<file path="config.mk">
export PLATFORM = sky130hd
export DESIGN_NAME = rc4_stream_encryptor
export DESIGN_NICKNAME = d
export VERILOG_FILES = /design/src/rtl/rc4_stream_encryptor.sv
export SDC_FILE = /design/constraint.sdc
export NUM_CORES = 1
export LEC_CHECK = 0
export CAP_MARGIN = 15
export CORE_AREA = 2 2 67 133
export CTS_BUF_LIST = sky130_fd_sc_hd__clkbuf_4 sky130_fd_sc_hd__clkbuf_8
export CTS_CLUSTER_SIZE = 12
export DETAILED_ROUTE_END_ITERATION = 8
export DIE_AREA = 0 0 69 135
export GPL_TIMING_DRIVEN = 0
export HOLD_SLACK_MARGIN = 0.02
export PLACE_DENSITY = 0.75
export SETUP_SLACK_MARGIN = 0.3
export SYNTH_ARGS = -nofsm -noshare
export SYNTH_HDL_FRONTEND = slang
export SYNTH_SLANG_ARGS = --single-unit
</file>
<file path="constraint.sdc">
create_clock -name clk -period 2.05 [get_ports clk]
set_input_delay 0.41 -clock clk [delete_from_list [all_inputs] [get_ports clk]]
set_output_delay 0.41 -clock clk [all_outputs]
set_load 0.05 [all_outputs]
</file>
<file path="src/rtl/rc4_stream_encryptor.sv">
// rc4_stream_encryptor: byte-serial RC4 PRGA over an external S RAM,
// XORs keystream with handshaked plaintext. Option: RC4_PT_CHECK_EN.
module rc4_stream_encryptor #(
    parameter int MSG_LEN = 32
) (
    input  logic       clk,
    input  logic       reset_task,
    input  logic       start,
    input  logic [7:0] pt_data,
    input  logic       pt_valid,
    output logic       pt_ready,
    output logic [7:0] address_s,
    output logic [7:0] data_s,
    output logic       wren_s,
    input  logic [7:0] q_s,
    output logic [7:0] address_e,
    output logic [7:0] data_e,
    output logic       wren_e,
    output logic       done_enc,
    output logic       pt_error
);

    localparam logic [7:0] LAST = 8'(MSG_LEN - 1);

    typedef enum logic [4:0] {
        IDLE, INC_I,
        GET_SI, WAIT_SI, STORE_SI, UPD_J,
        GET_SJ, WAIT_SJ, STORE_SJ,
        WR_J, WR_I, SUM,
        GET_F, WAIT_F, STORE_F,
        WAIT_PT, CHECK, WR_CT, INC_K,
        DONE, ERROR
    } state_t;

    state_t state, state_n;

    logic [7:0] i, j, k, si, sj, sum, f, pt;

    // state register
    always_ff @(posedge clk) begin
        if (reset_task) state <= IDLE;
        else            state <= state_n;
    end

    // datapath registers, each updated only in its own state
    always_ff @(posedge clk) begin
        if (reset_task) begin
            i   <= 8'd0;
            j   <= 8'd0;
            k   <= 8'd0;
            si  <= 8'd0;
            sj  <= 8'd0;
            sum <= 8'd0;
            f   <= 8'd0;
            pt  <= 8'd0;
        end else begin
            case (state)
                INC_I:    i   <= i + 8'd1;
                STORE_SI: si  <= q_s;
                UPD_J:    j   <= j + si;
                STORE_SJ: sj  <= q_s;
                SUM:      sum <= si + sj;
                STORE_F:  f   <= q_s;
                WAIT_PT:  if (pt_valid) pt <= pt_data;
                INC_K:    if (k != LAST) k <= k + 8'd1;
                default: ;
            endcase
        end
    end

`ifdef RC4_PT_CHECK_EN
    logic pt_legal;
    assign pt_legal = (pt == 8'h20) ||
                      (pt >= 8'h61 && pt <= 8'h7a);
`endif

    // next-state sequencing
    always_comb begin
        state_n = state;
        case (state)
            IDLE:     if (start) state_n = INC_I;
            INC_I:    state_n = GET_SI;
            GET_SI:   state_n = WAIT_SI;
            WAIT_SI:  state_n = STORE_SI;
            STORE_SI: state_n = UPD_J;
            UPD_J:    state_n = GET_SJ;
            GET_SJ:   state_n = WAIT_SJ;
            WAIT_SJ:  state_n = STORE_SJ;
            STORE_SJ: state_n = WR_J;
            WR_J:     state_n = WR_I;
            WR_I:     state_n = SUM;
            SUM:      state_n = GET_F;
            GET_F:    state_n = WAIT_F;
            WAIT_F:   state_n = STORE_F;
            STORE_F:  state_n = WAIT_PT;
`ifdef RC4_PT_CHECK_EN
            WAIT_PT:  if (pt_valid) state_n = CHECK;
            CHECK:    state_n = pt_legal ? WR_CT : ERROR;
            ERROR:    state_n = ERROR;
`else
            WAIT_PT:  if (pt_valid) state_n = WR_CT;
`endif
            WR_CT:    state_n = INC_K;
            INC_K:    state_n = (k == LAST) ? DONE : INC_I;
            DONE:     state_n = DONE;
            default:  state_n = IDLE;
        endcase
    end

    // output decodes of state and registered values
    always_comb begin
        address_s = i;
        data_s    = si;
        wren_s    = 1'b0;
        case (state)
            GET_SJ, WAIT_SJ, STORE_SJ: address_s = j;
            GET_F, WAIT_F, STORE_F:    address_s = sum;
            WR_J: begin
                address_s = j;
                wren_s    = 1'b1;
            end
            WR_I: begin
                data_s = sj;
                wren_s = 1'b1;
            end
            default: ;
        endcase
    end

    assign pt_ready  = (state == WAIT_PT);
    assign wren_e    = (state == WR_CT);
    assign address_e = k;
    assign data_e    = f ^ pt;
    assign done_enc  = (state == DONE);

`ifdef RC4_PT_CHECK_EN
    assign pt_error = (state == ERROR);
`else
    assign pt_error = 1'b0;
`endif

endmodule
</file>
# After elaboration in Yosys (flattened, before gate mapping)
# Cells that the tools add are included.
# totals
wordCells	50
register_bits	69
# classes
n_eq_ne	22
n_mux	7
bitwise	1
n_addsub	4
reduce_logical	7
# op_table
op	count
$pmux 5 s19	1
$eq 5x4->1 const B	8
$eq 5x3->1 const B	4
$add 8x1->8 const B	2
$add 8x8->8	2
$pmux 8 s2	1
$eq 5x5->1 const B	3
$mux 5	3
$eq 5x2->1 const B	2
$eq 8x5->1 const B	1
$mux 8	1
$ne 8x5->1 const B	1
$xor 8x8->8	1
$reduce_and 2->1	3
$eq 5x1->1 const B	1
$logic_not 5->1	1
$ne 2x2->1 const B	2
$reduce_or 4->1	1
$reduce_or 3->1	1
$reduce_or 2->1	1
$mux 1	1

# Logic depth before layout (Yosys ltp)
# Gate-level depths: netlist of run 1.
# logic_depth
depth_word	3
ltp_mapped	8
depth_no_buf	8

# Least setup slack after synthesis of run 1
# OpenSTA, ideal clock, no wires.
# synth_timing
path_type	register to output
start	register state[2]
end	output address_s[0]
path_stages_with_launch	7
required_ps	1640
n_path_buf	1
slack_ps	-89
arrival_ps	1729
cell_sequence	dfxtp_1 > buf_2 > nand3b_1 > a21oi_1 > nor2_1 > nand2_1 > nand2_1
# synth_between
elab_chain_cells	3
elab_cells_between_ends	10
cone_classes	eq/ne: 7; mux: 1; reduce/logical: 2
# synth_lines
element	line	source
start: declaration	35	state_t state, state_n;
start signal: assignment	42	else state <= state_n;
$eq 5x4->1 / $eq 5x3->1 (equally long branches)	115	case (state)
$reduce_or 4->1 (no line) / $reduce_or 3->1 (equally long branches)	n/a	
$pmux 8 s2 *	115	
end: declaration	12	output logic [7:0] address_s,
# Every way passes the cells marked *; elsewhere a longest branch is shown, timed or not.

# Worst setup path in the final report of run 1
# layout_timing
start	register state[2]
end	output data_s[3]
# layout_between
elab_chain_cells	2
# layout_lines
element	line	source
$eq 5x4->1	115	
$mux 8	115	
end: declaration	13	output logic [7:0] data_s,
# No other way between the ends.

==> metrics.yaml, run 1 <==
status:
  status: "finished with violations"
  violations: "setup timing"
logic_synthesis:
  synth.net_count: 461
  synthArstFlopShare_pct: 0
  ys_seq_area_share_pct: 37.80
  synth.area.top_cells: "dfxtp_1 (38%), mux2i_1 (7.4%), nor2_1 (6.1%)"
  yosysUniqueCellTypes: 51
  ys_warn_count: 0
  synth_commonest_cells: "dfxtp_1 (69), nor2_1 (59), nand2_1 (44)"
  syn_area_um2: 3655
  synth_flop_cell: "dfxtp_1"
  synth_edf_count: 0
  yosys_register_bits: 69
  yosys.area.top_type: "dfxtp_1"
  netlist_instances: 423
  synth.most_common_cell: "dfxtp_1"
  synth.avg_cell_area_um2: 8.640
  synth_top_area_share_pct: 37.80
clock_network:
  clk_path_buf_depth: 2
  cts-root-buf: "clkbuf_8"
  cts_tree: "built"
  clk_latency_ns: 0.35
  cts_buffers: 9
  path_clk_slew_ns: 0.07
  htreeDepth: 3
  cts.sinks: 69
global_routing:
  grt_pass1_vias: 3566
  grt_max_degree: 11
  grt_pass1_wl_um: 16660
  antenna_found_initial: 0
  gr-total-overflow: 0
  grt_util_all_layers_pct: 22.48
route:
  wl_per_cell_um: 16.92
  drt-vias-per-instance: 5.641
  drt_first_pass_iters: 4
  num_vias: 3520
  ant_nets: 0
  initialDrtViolationCount: 186
  drc: 0
  wirelength_um: 10560
floorplanning:
  die_area_um2: 9315
  ios: 57
  rows: 47
  chipHeight_um: 135
  coreArea_um2: 8233
  die_w_um: 69
  start_util_pct: 44.39
sta:
  skew_ns: 0.006900
  finalMaxSlewViolations: 0
  layout_min_cycle_time_ns: 2.419
  setup_slack_ns: -0.3688
  tns_ns: -4.991
  finalHoldViolations: 0
  setup_violations: 17
  whs_ns: 0.4665
  rsz0062_at_grt: "true"
  post-route-period-util_pct: 118.0
  fmax_mhz: 413.4
placement:
  routabilityCongestion: 0.9168
  dp_hpwl_um: 7382
  port_buffers: 55
final_layout:
  antenna_cells: 0
  fillCellCount: 628
  synthToLayoutAreaGrowth_pct: 51.63
  drive_gt1_share_pct: 36.88
  fin_nets: 561
  finalCoreUtilization_pct: 67.31
run:
  cap_violations: 0
power:
  p_leak_nw: 2.268
  ir_drop_mv: 0.4411
  power_density_nw_per_um2: 494.8
worst_setup_path:
  max_stage_delay_ns: 0.41
  reg2reg_depth: 6
  end_kind: "output port"
  cp.arrival_ns: 2.01
  crit_required_ns: 1.64
  critPathKind: "register to output port"
  cp-start-kind: "register"
  crit_fanout: 8
  crit_chain: "or3b_4 > or2_1 > buf_6 > mux2_4 > buf_8"
  worst_path_max_delay_cell: "or3b_4"
worst_hold_path:
  hold_class: "register to register"
  whs_path_depth: 2
==> report_power, final <==
group	leakage (nW)	internal, W	total (W)	switching [W]
combinational	1.60	0.000125	0.000287	0.000162
sequential	0.569	0.00134	0.00137	0.0000222
clock	0.0991	0.000607	0.00109	0.000482
total	2.27	0.00208	0.00274	0.000666
==> metal layers <==
metal | part of all wire (%) | GRT usage, %
met1 | 35 | 20.45
met2 | 59 | 45.35
met3 | 3.1 | 4.179
met4 | 3.0 | 11.66
met5 | 0 | 0
==> critical path: cells and delay by family, from the launching register on <==
| family | cells | cell delay, ns |
|---|---|---|
| simple gates | 2 | 0.65 |
| mux | 1 | 0.32 |
| buf+inv | 2 | 0.31 |
| flops | 1 | 0.37 |
==> repair_timing <==
item | CTS | global route
cloned | 1 | 0
hold buffers | 0 | 0
buffers inserted | 23 | 10
endpoints found under the setup margin | 65 | 77
pin swaps | 18 | 26
resized for setup | 234 | 61
==> layout by cell type, fill, tap and decap left out, drive strengths merged, types with 8 or more instances in the layout <==
cell type / instances
o21ai: 9
mux2: 8
clkbuf: 23
xor2: 18
clkdlybuf4s15: 9
nand2: 44
ha: 16
clkdlybuf4s50: 19
dfxtp: 69
nor2: 61
mux2i: 27
a21oi: 32
a211oi: 8
a22oi: 8
nand3: 18
buf: 63
==> per-stage QoR <==
step,std cells,power [W],instance area (µm²),worst slack (ns)
2_1_floorplan,423,0.001543,3892,0.1477
3_3_place_gp,576,0.001636,4566,-0.6520
3_5_place_dp,576,0.001640,4566,-0.6581
4_1_cts,614,0.002746,5239,-0.3715
5_1_grt,624,0.002828,5542,-0.3869
6_report,624,0.002742,5542,-0.3688
==> final cells by class <==
type / count / area, µm² / share of cell area, %
clock inverters: 2 / 35.03 / 0.6322
multi-input cells: 328 / 2681 / 48.39
well taps: 98 / 122.6 / 2.213
inverters: 7 / 26.28 / 0.4741
plain buffers: 19 / 142.6 / 2.574
flip-flops and latches: 69 / 1429 / 25.78
repair buffers: 89 / 952.2 / 17.18
clock buffers: 12 / 152.6 / 2.755
==> flip-flops by register name (all words and copies together), names as in the netlist <==
name / count
i: 8
f: 8
j: 8
state: 5
sum: 8
si: 8
address_e: 8
sj: 8
pt: 8
==> logic make-up after synthesis <==
logic type | share of synthesized area, %
simple gates | 22.42
compound gates | 14.52
flops | 37.80
mux | 9.860
buf+inv | 2.979
xor+xnor | 5.751
fa+ha+maj | 6.573
other cells | 0.1026
==> path summary, 6_finish.rpt <==
| kind | to | from | slack [ns] |
|---|---|---|---|
| min | pt[2] | pt[2] | 0.47 |
| max | data_s[3] | state[2] | -0.37 |
| min reg2reg | pt[2] | pt[2] | 0.47 |
| max reg2reg | j[7] | j[2] | 0.23 |
No activity file was read; power rests on OpenSTA's default activity.
==> run 2, diff against run 1 <==
ABC_AREA = 1   (was not set)
CAP_MARGIN = 5   (was 15)
CORE_AREA = 2 2 70 139   (was 2 2 67 133)
DIE_AREA = 0 0 72 141   (was 0 0 69 135)
PLACE_DENSITY = 0.74   (was 0.75)
==> run 2 against run 1 <==
Against the previous run: the run still ends with setup timing left; sequential power grew 4%; sequential cell count is the same; area after synthesis grew 9.3%; clock power shrank 5%; synthesized cell count grew 36%; combinational power grew 88%; die area grew 9.0%; register-to-register slack gained 0.16 ns; critical path type unchanged; critical endpoint is now address_s[5]; largest power group unchanged.
==> metrics.yaml, run 2 <==
status:
  status: "finished with violations"
  violations: "setup timing"
floorplanning:
  rows: 50
  die_w_um: 72
  start_util_pct: 43.43
  ios: 57
  chipHeight_um: 141
  die_area_um2: 10150
  coreArea_um2: 9196
placement:
  routabilityCongestion: 0.8813
  port_buffers: 53
  dp_hpwl_um: 7490
  dp_cells: 734
sta:
  finalMaxSlewViolations: 0
  post-route-period-util_pct: 104.3
  rsz0062_at_grt: "true"
  layout_min_cycle_time_ns: 2.139
  finalHoldViolations: 0
  tightest_slew_ns: 0.6043
  setup_violations: 16
  fmax_mhz: 467.5
  slew_headroom_pct: 59.71
  skew_ns: 0.004880
  setup_slack_ns: -0.08912
  whs_ns: 0.4141
route:
  num_vias: 4067
  wirelength_um: 10830
  drc: 0
  drt_first_pass_iters: 5
  drt-vias-per-instance: 5.207
  wl_per_cell_um: 13.87
  ant_nets: 0
  initialDrtViolationCount: 178
final_layout:
  drive_gt1_share_pct: 24.96
  fin_nets: 710
  synthToLayoutAreaGrowth_pct: 35.12
  mostFrequentLayoutCell: "nand2_1"
  final_cell_mix: "nand2_1 (95), nor2_1 (81), dfxtp_1 (62), inv_1 (59), o21ai_0 (39)"
  antenna_cells: 0
  fillCellCount: 830
  finalCoreUtilization_pct: 58.68
  stdcell_count: 781
logic_synthesis:
  netlist_instances: 577
  synth.avg_cell_area_um2: 6.922
  yosys_register_bits: 69
  yosysUniqueCellTypes: 42
  synth_commonest_cells: "nand2_1 (120), nor2_1 (81), dfxtp_1 (69)"
  ys_warn_count: 0
  ys_seq_area_share_pct: 34.59
  synth_flop_cell: "dfxtp_1"
  synth_edf_count: 0
  synth.area.top_cells: "dfxtp_1 (35%), nand2_1 (11%), nor2_1 (7.6%)"
  yosys.area.top_type: "dfxtp_1"
  syn_area_um2: 3994
  synthArstFlopShare_pct: 0
  synth_top_area_share_pct: 34.59
  synth.most_common_cell: "nand2_1"
  synth.net_count: 615
power:
  power_density_nw_per_um2: 556.8
  p_leak_nw: 2.498
  ir_drop_mv: 0.5411
clock_network:
  path_clk_slew_ns: 0.07
  cts_tree: "built"
  clk_path_buf_depth: 2
  htreeDepth: 3
  cts.sinks: 69
  clk_latency_ns: 0.35
  cts_buffers: 9
  cts-root-buf: "clkbuf_8"
worst_setup_path:
  cp.arrival_ns: 1.73
  crit_chain: "inv_4 > nor2_4 > buf_12 > nand3_4 > buf_4 > o221ai_2 > buf_6"
  cp-start-kind: "register"
  crit_fanout: 3
  worst_path_max_delay_cell: "dfxtp_4"
  path_buf_inv: 4
  critical-path-top-delay-family: "buffers and inverters"
  end_kind: "output port"
  crit_required_ns: 1.64
  critPathKind: "register to output port"
  max_stage_delay_ns: 0.38
run:
  cap_violations: 0
global_routing:
  grt_pass1_vias: 3977
  antenna_found_initial: 0
  grt_util_all_layers_pct: 22.23
  gr-total-overflow: 0
  grt_pass1_wl_um: 18140
  grt_max_degree: 12
worst_hold_path:
  hold_class: "primary input to register"
==> run 2: kinds of logic (layout without fill, tap and decap cells) <==
| family | after synthesis | in the layout | share of synthesized area, % |
|---|---|---|---|
| compound gates | 96 | 96 | 13.06 |
| flops | 69 | 69 | 34.59 |
| other cells | 1 | 1 | 0.09389 |
| simple gates | 288 | 288 | 33.49 |
| xor+xnor | 17 | 17 | 3.728 |
| fa+ha+maj | 18 | 18 | 6.015 |
| buf+inv | 88 | 188 | 9.022 |
==> run 2: final cells by class <==
| class | count | area (µm²) | share of cell area [%] |
|---|---|---|---|
| buffer | 13 | 81.33 | 1.507 |
| clock buffer | 12 | 158.9 | 2.945 |
| clock inverter | 4 | 22.52 | 0.4173 |
| inverter | 75 | 315.3 | 5.843 |
| multi-input combinational | 420 | 2441 | 45.24 |
| sequential | 69 | 1398 | 25.90 |
| tap | 104 | 130.1 | 2.411 |
| timing repair buffer | 84 | 849.6 | 15.74 |
==> run 2: per-layer routing <==
layer | global-route usage (%) | part of all wire (%)
met5 | 0 | 0
met4 | 7.746 | 2.6
met3 | 4.646 | 3.9
met2 | 38.26 | 52
met1 | 26.93 | 41
==> run 2: tightest hold or removal path: stages <==
cell and delay [ns]:
buf_2 0.16, nand3_1 0.10, a21oi_1 0.06
==> run 2: timing repair <==
item | in CTS | in global routing
pin swaps | 10 | 8
gates resized for setup | 220 | 29
cloned | 1 | 0
setup endpoints to repair | 36 | 30
hold buffers | 0 | 0
buffers inserted | 20 | 10
==> run 2: worst paths after layout <==
path	start	slack, ns	to	cells after the start
worst min register to register	pt[6]	0.48	pt[6]	2
worst min-delay path	pt_valid	0.41	pt[3]	3
worst max register to register	state[3]	0.39	sj[3]	9
worst max-delay path	state[3]	-0.09	address_s[5]	7
==> run 2: power breakdown <==
part	switching, W	internal, W
clock	0.000532	0.000513
combinational	0.000326	0.000213
sequential	0.0000487	0.00137
total	0.000907	0.00210
==> run 2: through the flow <==
step / power [W] / cell area [µm²] / setup TNS (ns) / setup slack (ns)
4_1_cts: 0.002973 / 5250 / -0.9077 / -0.07199
3_3_place_gp: 0.001887 / 4725 / -7.213 / -0.4882
3_5_place_dp: 0.001892 / 4725 / -7.466 / -0.5281
6_report: 0.003005 / 5396 / -1.076 / -0.08912
2_1_floorplan: 0.001754 / 4064 / 0 / 0.1820
5_1_grt: 0.003117 / 5396 / -1.849 / -0.1527
==> variant 1 (flow settings as in run 1) <==
Add a define of `RC4_PT_CHECK_EN`.
--- a/src/rtl/rc4_stream_encryptor.sv
+++ b/src/rtl/rc4_stream_encryptor.sv
@@ -1,5 +1,7 @@
 // rc4_stream_encryptor: byte-serial RC4 PRGA over an external S RAM,
 // XORs keystream with handshaked plaintext. Option: RC4_PT_CHECK_EN.
+`define RC4_PT_CHECK_EN
+
 module rc4_stream_encryptor #(
     parameter int MSG_LEN = 32
 ) (
Function: no difference found for any inputs over 10 cycles, from zero or initial values and one cycle with reset_task high; that may be too few to reach the edited logic, so the function may still have changed.
==> variant 1 against run 1 <==
- sequential cell count is the same
- worst setup slack gained 0.13 ns
- design area grew 1.2%
- largest power group unchanged
- area after synthesis grew 3.6%
- the run still ends with setup timing left
- worst hold slack gained 0.011 ns
- synthesized cell count grew 6.1%
- non-clock buffer count shrank 4
- cell count grew 4.0%
- power grew 13%
- wire length grew 6.0%
- register-to-register slack lost 0.08 ns
==> variant 1: results (changes against run 1) <==
| Metric | Value |
|---|---|
| Count of unique library cells instantiated by Yosys | `56 (was 51)` |
| Fraction of layout instances using a drive strength above 1 | `34.3% (was 36.9%)` |
| Hold Path Class | `reg -> reg (unchanged)` |
| Warnings, synthesis | `0 (unchanged)` |
| Most frequent cells after synthesis | `69 x dfxtp_1, 63 x nor2_1, 46 x nand2_1, 29 x a21oi_1, 28 x mux2i_1 (was 69 x dfxtp_1, 59 x nor2_1, 44 x nand2_1, 31 x a21oi_1, 27 x mux2i_1)` |
| Total CTS buffers | `9 (unchanged)` |
| Asr flop ratio synth | `0% (unchanged)` |
| Drt total wl | `11.2 mm (was 10.6 mm)` |
| Synthesized net count | `487 (was 461)` |
| Initial DRT Pass Iterations | `4 (unchanged)` |
| P_clk | `1.34 mW (was 1.09 mW)` |
| Sw frac | `24.6% (was 24.3%)` |
| Largest net degree at the start of global routing | `13 (was 11)` |
| Skew final | `0.00695 ns (was 0.00690 ns)` |
| Via count | `3,643 (was 3,520)` |
| H-tree depth | `3 (unchanged)` |
| Synth top area cells | `dfxtp_1 36%, mux2i_1 7.4%, nor2_1 6.2%, ha_1 5.3%, nand2_1 4.6% (was dfxtp_1 38%, mux2i_1 7.4%, nor2_1 6.1%, ha_1 5.5%, nand2_1 4.5%)` |
| Main flop type after synthesis | `dfxtp_1 (unchanged)` |
| HPWL Detailed | `7.58 mm (was 7.38 mm)` |
| Mapped Avg Cell Area | `8.44 um2 (was 8.64 um2)` |
| Diodes inserted | `0 (unchanged)` |
| Setup ws final | `-0.238 ns (was -0.369 ns)` |
| First-pass GRT wire length | `17.3 mm (was 16.7 mm)` |
| Worst-case clock buffer depth | `2 (unchanged)` |
| Worst-path clk slew | `0.08 ns` |
| Total Routing Usage GR | `23.2% (was 22.5%)` |
| Max incr delay on CP | `0.39 ns (was 0.41 ns)` |
| Slowest CP cell | `or3b_4 (unchanged)` |
| Count of endpoints failing setup in the final report | `16 (was 17)` |
| Violated checks | `setup timing (unchanged)` |
| Placed instance count | `603 (was 576)` |
| Comb power | `0.392 mW (was 0.287 mW)` |
| Status | `complete, but fails checks (unchanged)` |
| Clock latency on the worst-skew pair | `0.34 ns` |
| Headroom to the max-slew limit | `64.6%` |
| DR iter-0 viols | `124 (was 186)` |
| DP Area | `0.00473 mm2 (was 0.00457 mm2)` |
| VDD IR max | `0.502 mV (was 0.441 mV)` |
| Antenna violations before repair | `0 (unchanged)` |
| Critical path peak fanout | `9 (was 8)` |
| Routability Congestion | `0.921 (was 0.917)` |
| Crit path max-delay family | `simple AND/OR/NAND/NOR gates (unchanged)` |
| NumNets Final | `584 (was 561)` |
| Clk root buf | `clkbuf_8 (unchanged)` |
| Static leakage | `2.32 nW (was 2.27 nW)` |
| Number of port buffers | `56 (was 55)` |
| Clock share of power | `42.9% (was 39.7%)` |
| Pre-CTS setup slack | `-0.983 ns (was -0.658 ns)` |
| Avg WL per Cell | `17.2 um (was 16.9 um)` |
| Sequential-to-total area share from yosys stat | `36.5% (was 37.8%)` |
| Worst Path Arrival | `1.88 ns (was 2.01 ns)` |
==> variant 1: changes by cell type after synthesis, sizes merged, moves of 3 or more <==
cell	change
a211oi	-3
a21o	-3
nand2b	+3
nand3	+6
nand3b	-5
nor2b	+5
nor3	+4
o21a	+3
o21ai	+6
o31a	+3
or3b	-3
==> variant 1: layer usage <==
layer	GRT usage (%)	wire length, um
met1	22.4	3980
met2	46.4	6430
met3	3.58	366
met4	11.2	410
met5	0	0
==> variant 1: cells by family (layout without fill, tap and decap cells) <==
family / Yosys count / after routing / synth area share, %
AOI/OAI and AO/OA: 86 / 86 / 14.8
adders and majority gates: 18 / 18 / 6.34
xor gates and xnor gates: 26 / 26 / 6.01
muxes: 36 / 36 / 9.78
buffers and inverters: 28 / 129 / 3.11
DFF: 69 / 69 / 36.5
and+or+nand+nor: 186 / 187 / 23.5
==> variant 1: final timing paths <==
kind	start	endpoint	slack (ns)	depth (start not counted)
worst max register to register	si[0]	sum[6]	0.15	8
worst min register to register	sum[3]	sum[3]	0.48	2
worst max-delay path	state[2]	address_s[0]	-0.24	7
worst min-delay path	sum[3]	sum[3]	0.48	2
==> variant 1: stage by stage <==
step | utilization, % | TNS, ns
3_5_place_dp | 57.4 | -15.52
5_1_grt | 68.1 | -2.95
4_1_cts | 66.2 | -2.22
2_1_floorplan | - | 0
6_report | 68.1 | -2.05
3_3_place_gp | 57.4 | -16.27
==> variant 1: repair_timing <==
item | 4_1_cts | 5_1_grt
gates cloned | 1 | 0
pin swaps | 23 | 12
resized for setup | 259 | 44
buffers inserted | 19 | 10
endpoints found under the setup margin | 66 | 86
==> variant 1: final cells by class <==
class	instances	area, um2
timing repair buffer	85	843
fill	638	2630
clock buffer	10	131
multi-input combinational	353	2770
sequential	69	1420
inverter	9	38.8
tap	98	123
clock inverter	6	111
buffer	19	165
==> variant 2 (config.mk and constraints of run 1) <==
Made on the original files. Reset style: asynchronous (`reset_task`), changed in 2 clocked blocks.
--- a/src/rtl/rc4_stream_encryptor.sv
+++ b/src/rtl/rc4_stream_encryptor.sv
@@ -37,13 +37,13 @@
     logic [7:0] i, j, k, si, sj, sum, f, pt;
 
     // state register
-    always_ff @(posedge clk) begin
+    always_ff @(posedge clk or posedge reset_task) begin
         if (reset_task) state <= IDLE;
         else            state <= state_n;
     end
 
     // datapath registers, each updated only in its own state
-    always_ff @(posedge clk) begin
+    always_ff @(posedge clk or posedge reset_task) begin
         if (reset_task) begin
             i   <= 8'd0;
             j   <= 8'd0;
Behaviour: differs if reset_task is asserted again (counterexample within 4 cycles, from zero or initial values and one cycle with reset_task high); with reset_task held inactive, the same outputs for 10 cycles.
==> variant 2 against run 1 <==
- the flow still finishes with violations (setup timing)
- register-to-register slack worse by 0.24 ns
- sequential cell count did not move
- first-iteration DRC count decreased by 36%
- highest routed layer unchanged
- largest cell class unchanged
- worst setup slack lost 0.034 ns
- area after synthesis grew 3.6%
- design area grew 6.5%
- count of clock-buffer cells in the layout is 1 higher
- wire length increased by 1.1%
- synthesized cell count shrank 17%
- sequential share of layout area is 3.6 points higher
Power is not shown: default switching activity piles up to over one toggle a cycle in this logic, so the estimate is an artifact.
==> variant 2: results (changes against run 1) <==
| Metric | Value |
|---|---|
| Setup ws final | `-0.403 ns (was -0.369 ns)` |
| Status | `complete, but fails checks (unchanged)` |
| Count of unique library cells instantiated by Yosys | `50 (was 51)` |
| Initial core utilization | `46.0% (was 44.4%)` |
| Hold Path Class | `reg -> reg (unchanged)` |
| Fraction of layout instances using a drive strength above 1 | `52.9% (was 36.9%)` |
| Setup TNS | `-6.04 ns (was -4.99 ns)` |
| Synthesized net count | `387 (was 461)` |
| Total Routing Usage GR | `20.4% (was 22.5%)` |
| Routed met2 length | `5.91 mm (was 6.19 mm)` |
| Largest net degree at the start of global routing | `37 (was 11)` |
| DP Area | `0.00469 mm2 (was 0.00457 mm2)` |
| HPWL Detailed | `6.43 mm (was 7.38 mm)` |
| Total CTS buffers | `9 (unchanged)` |
| WL met3 | `362 um (was 325 um)` |
| Met3 usage | `4.55% (was 4.18%)` |
| Worst Path Arrival | `2.04 ns (was 2.01 ns)` |
| Fill count | `555 (was 628)` |
| M1 GR Usage | `20.7% (was 20.4%)` |
| First-pass GRT wire length | `15.1 mm (was 16.7 mm)` |
| Slowest CP cell | `dfrtp_1 (was or3b_4)` |
| Avg WL per Cell | `18.9 um (was 16.9 um)` |
| Number of global-route vias before repair | `3,228 (was 3,566)` |
| Antenna violations before repair | `0 (unchanged)` |
| Skew final | `0.00817 ns (was 0.00690 ns)` |
| DR iter-0 viols | `119 (was 186)` |
| Synth top area cells | `dfrtp_1 46%, mux2_2 13%, ha_1 5.3%, nand2_1 4.2%, xor2_1 4.2% (was dfxtp_1 38%, mux2i_1 7.4%, nor2_1 6.1%, ha_1 5.5%, nand2_1 4.5%)` |
| Asr flop ratio synth | `100% (was 0%)` |
| Crit path max-delay family | `buffers and inverters (was simple AND/OR/NAND/NOR gates)` |
| Met1 WL | `4.02 mm (was 3.73 mm)` |
| Count of endpoints failing setup in the final report | `17 (unchanged)` |
| Sequential-to-total area share from yosys stat | `45.6% (was 37.8%)` |
| Worst R2R Setup Slack | `-0.01 ns (was 0.23 ns)` |
| Routability Congestion | `0.879 (was 0.917)` |
| Headroom to the max-slew limit | `47.7%` |
| Most frequent cells after synthesis | `69 x dfrtp_1, 43 x mux2_2, 42 x nand2_1, 18 x xor2_1, 17 x o21ai_0 (was 69 x dfxtp_1, 59 x nor2_1, 44 x nand2_1, 31 x a21oi_1, 27 x mux2i_1)` |
| Avg Vias per Cell | `5.67 (was 5.64)` |
| Violated checks | `setup timing (unchanged)` |
| Met2 Track Usage GR | `38.8% (was 45.4%)` |
variant 2: logic make-up (layout without fill, tap and decap cells):
kind of cell	Yosys count	after routing	share of synthesized area [%]
buffers and inverters	20	136	2.38
adders and majority gates	18	18	6.34
muxes	44	44	13.1
DFF	69	69	45.6
AOI/OAI and AO/OA	57	57	9.98
and+or+nand+nor	111	111	15.8
xor gates and xnor gates	29	29	6.71
other	1	1	0.0990
variant 2: metrics by stage:
stage,setup WS (ns),std cells,hold WS [ns]
2_1_floorplan,-0.0324,349,0.465
3_3_place_gp,-0.752,502,0.481
3_5_place_dp,-0.766,503,0.498
4_1_cts,-0.372,542,0.510
5_1_grt,-0.459,563,0.530
6_report,-0.403,563,0.495
variant 2: worst paths after layout:
path                            startpoint  cells after the start           end
worst min-delay path                  i[7]                      1          i[7]
min in group asynchronous       reset_task                      2      state[4]
worst max register to register    state[3]                     10          j[6]
worst max-delay path              state[2]                      9  address_s[2]
worst min register to register        i[7]                      1          i[7]
max in group asynchronous       reset_task                      3         si[1]
variant 2: worst reg2reg max path, delay by kind of cell (launching register included):
kind	cells	cell delay [ns]
AND/OR/NAND/NOR	3	0.47
flip-flops	1	0.41
buffers and inverters	6	0.82
AO/OA/AOI/OAI	1	0.24
variant 2: cell type report:
cell class	instances	area, um2	area share (%)
Clock buffer	13	166	2.82
Clock inverter	3	67.6	1.14
Inverter	8	36.3	0.615
Buffer	12	130	2.20
Multi-Input combinational cell	260	2610	44.1
Timing Repair Buffer	100	1040	17.7
Sequential cell	69	1730	29.3
Tap cell	98	123	2.08
variant 2: timing repair:
action | 4_1_cts | 5_1_grt
setup endpoints to repair | 62 | 67
gates resized for setup | 236 | 95
pin swaps | 22 | 26
cloned | 0 | 1
setup buffers | 23 | 20
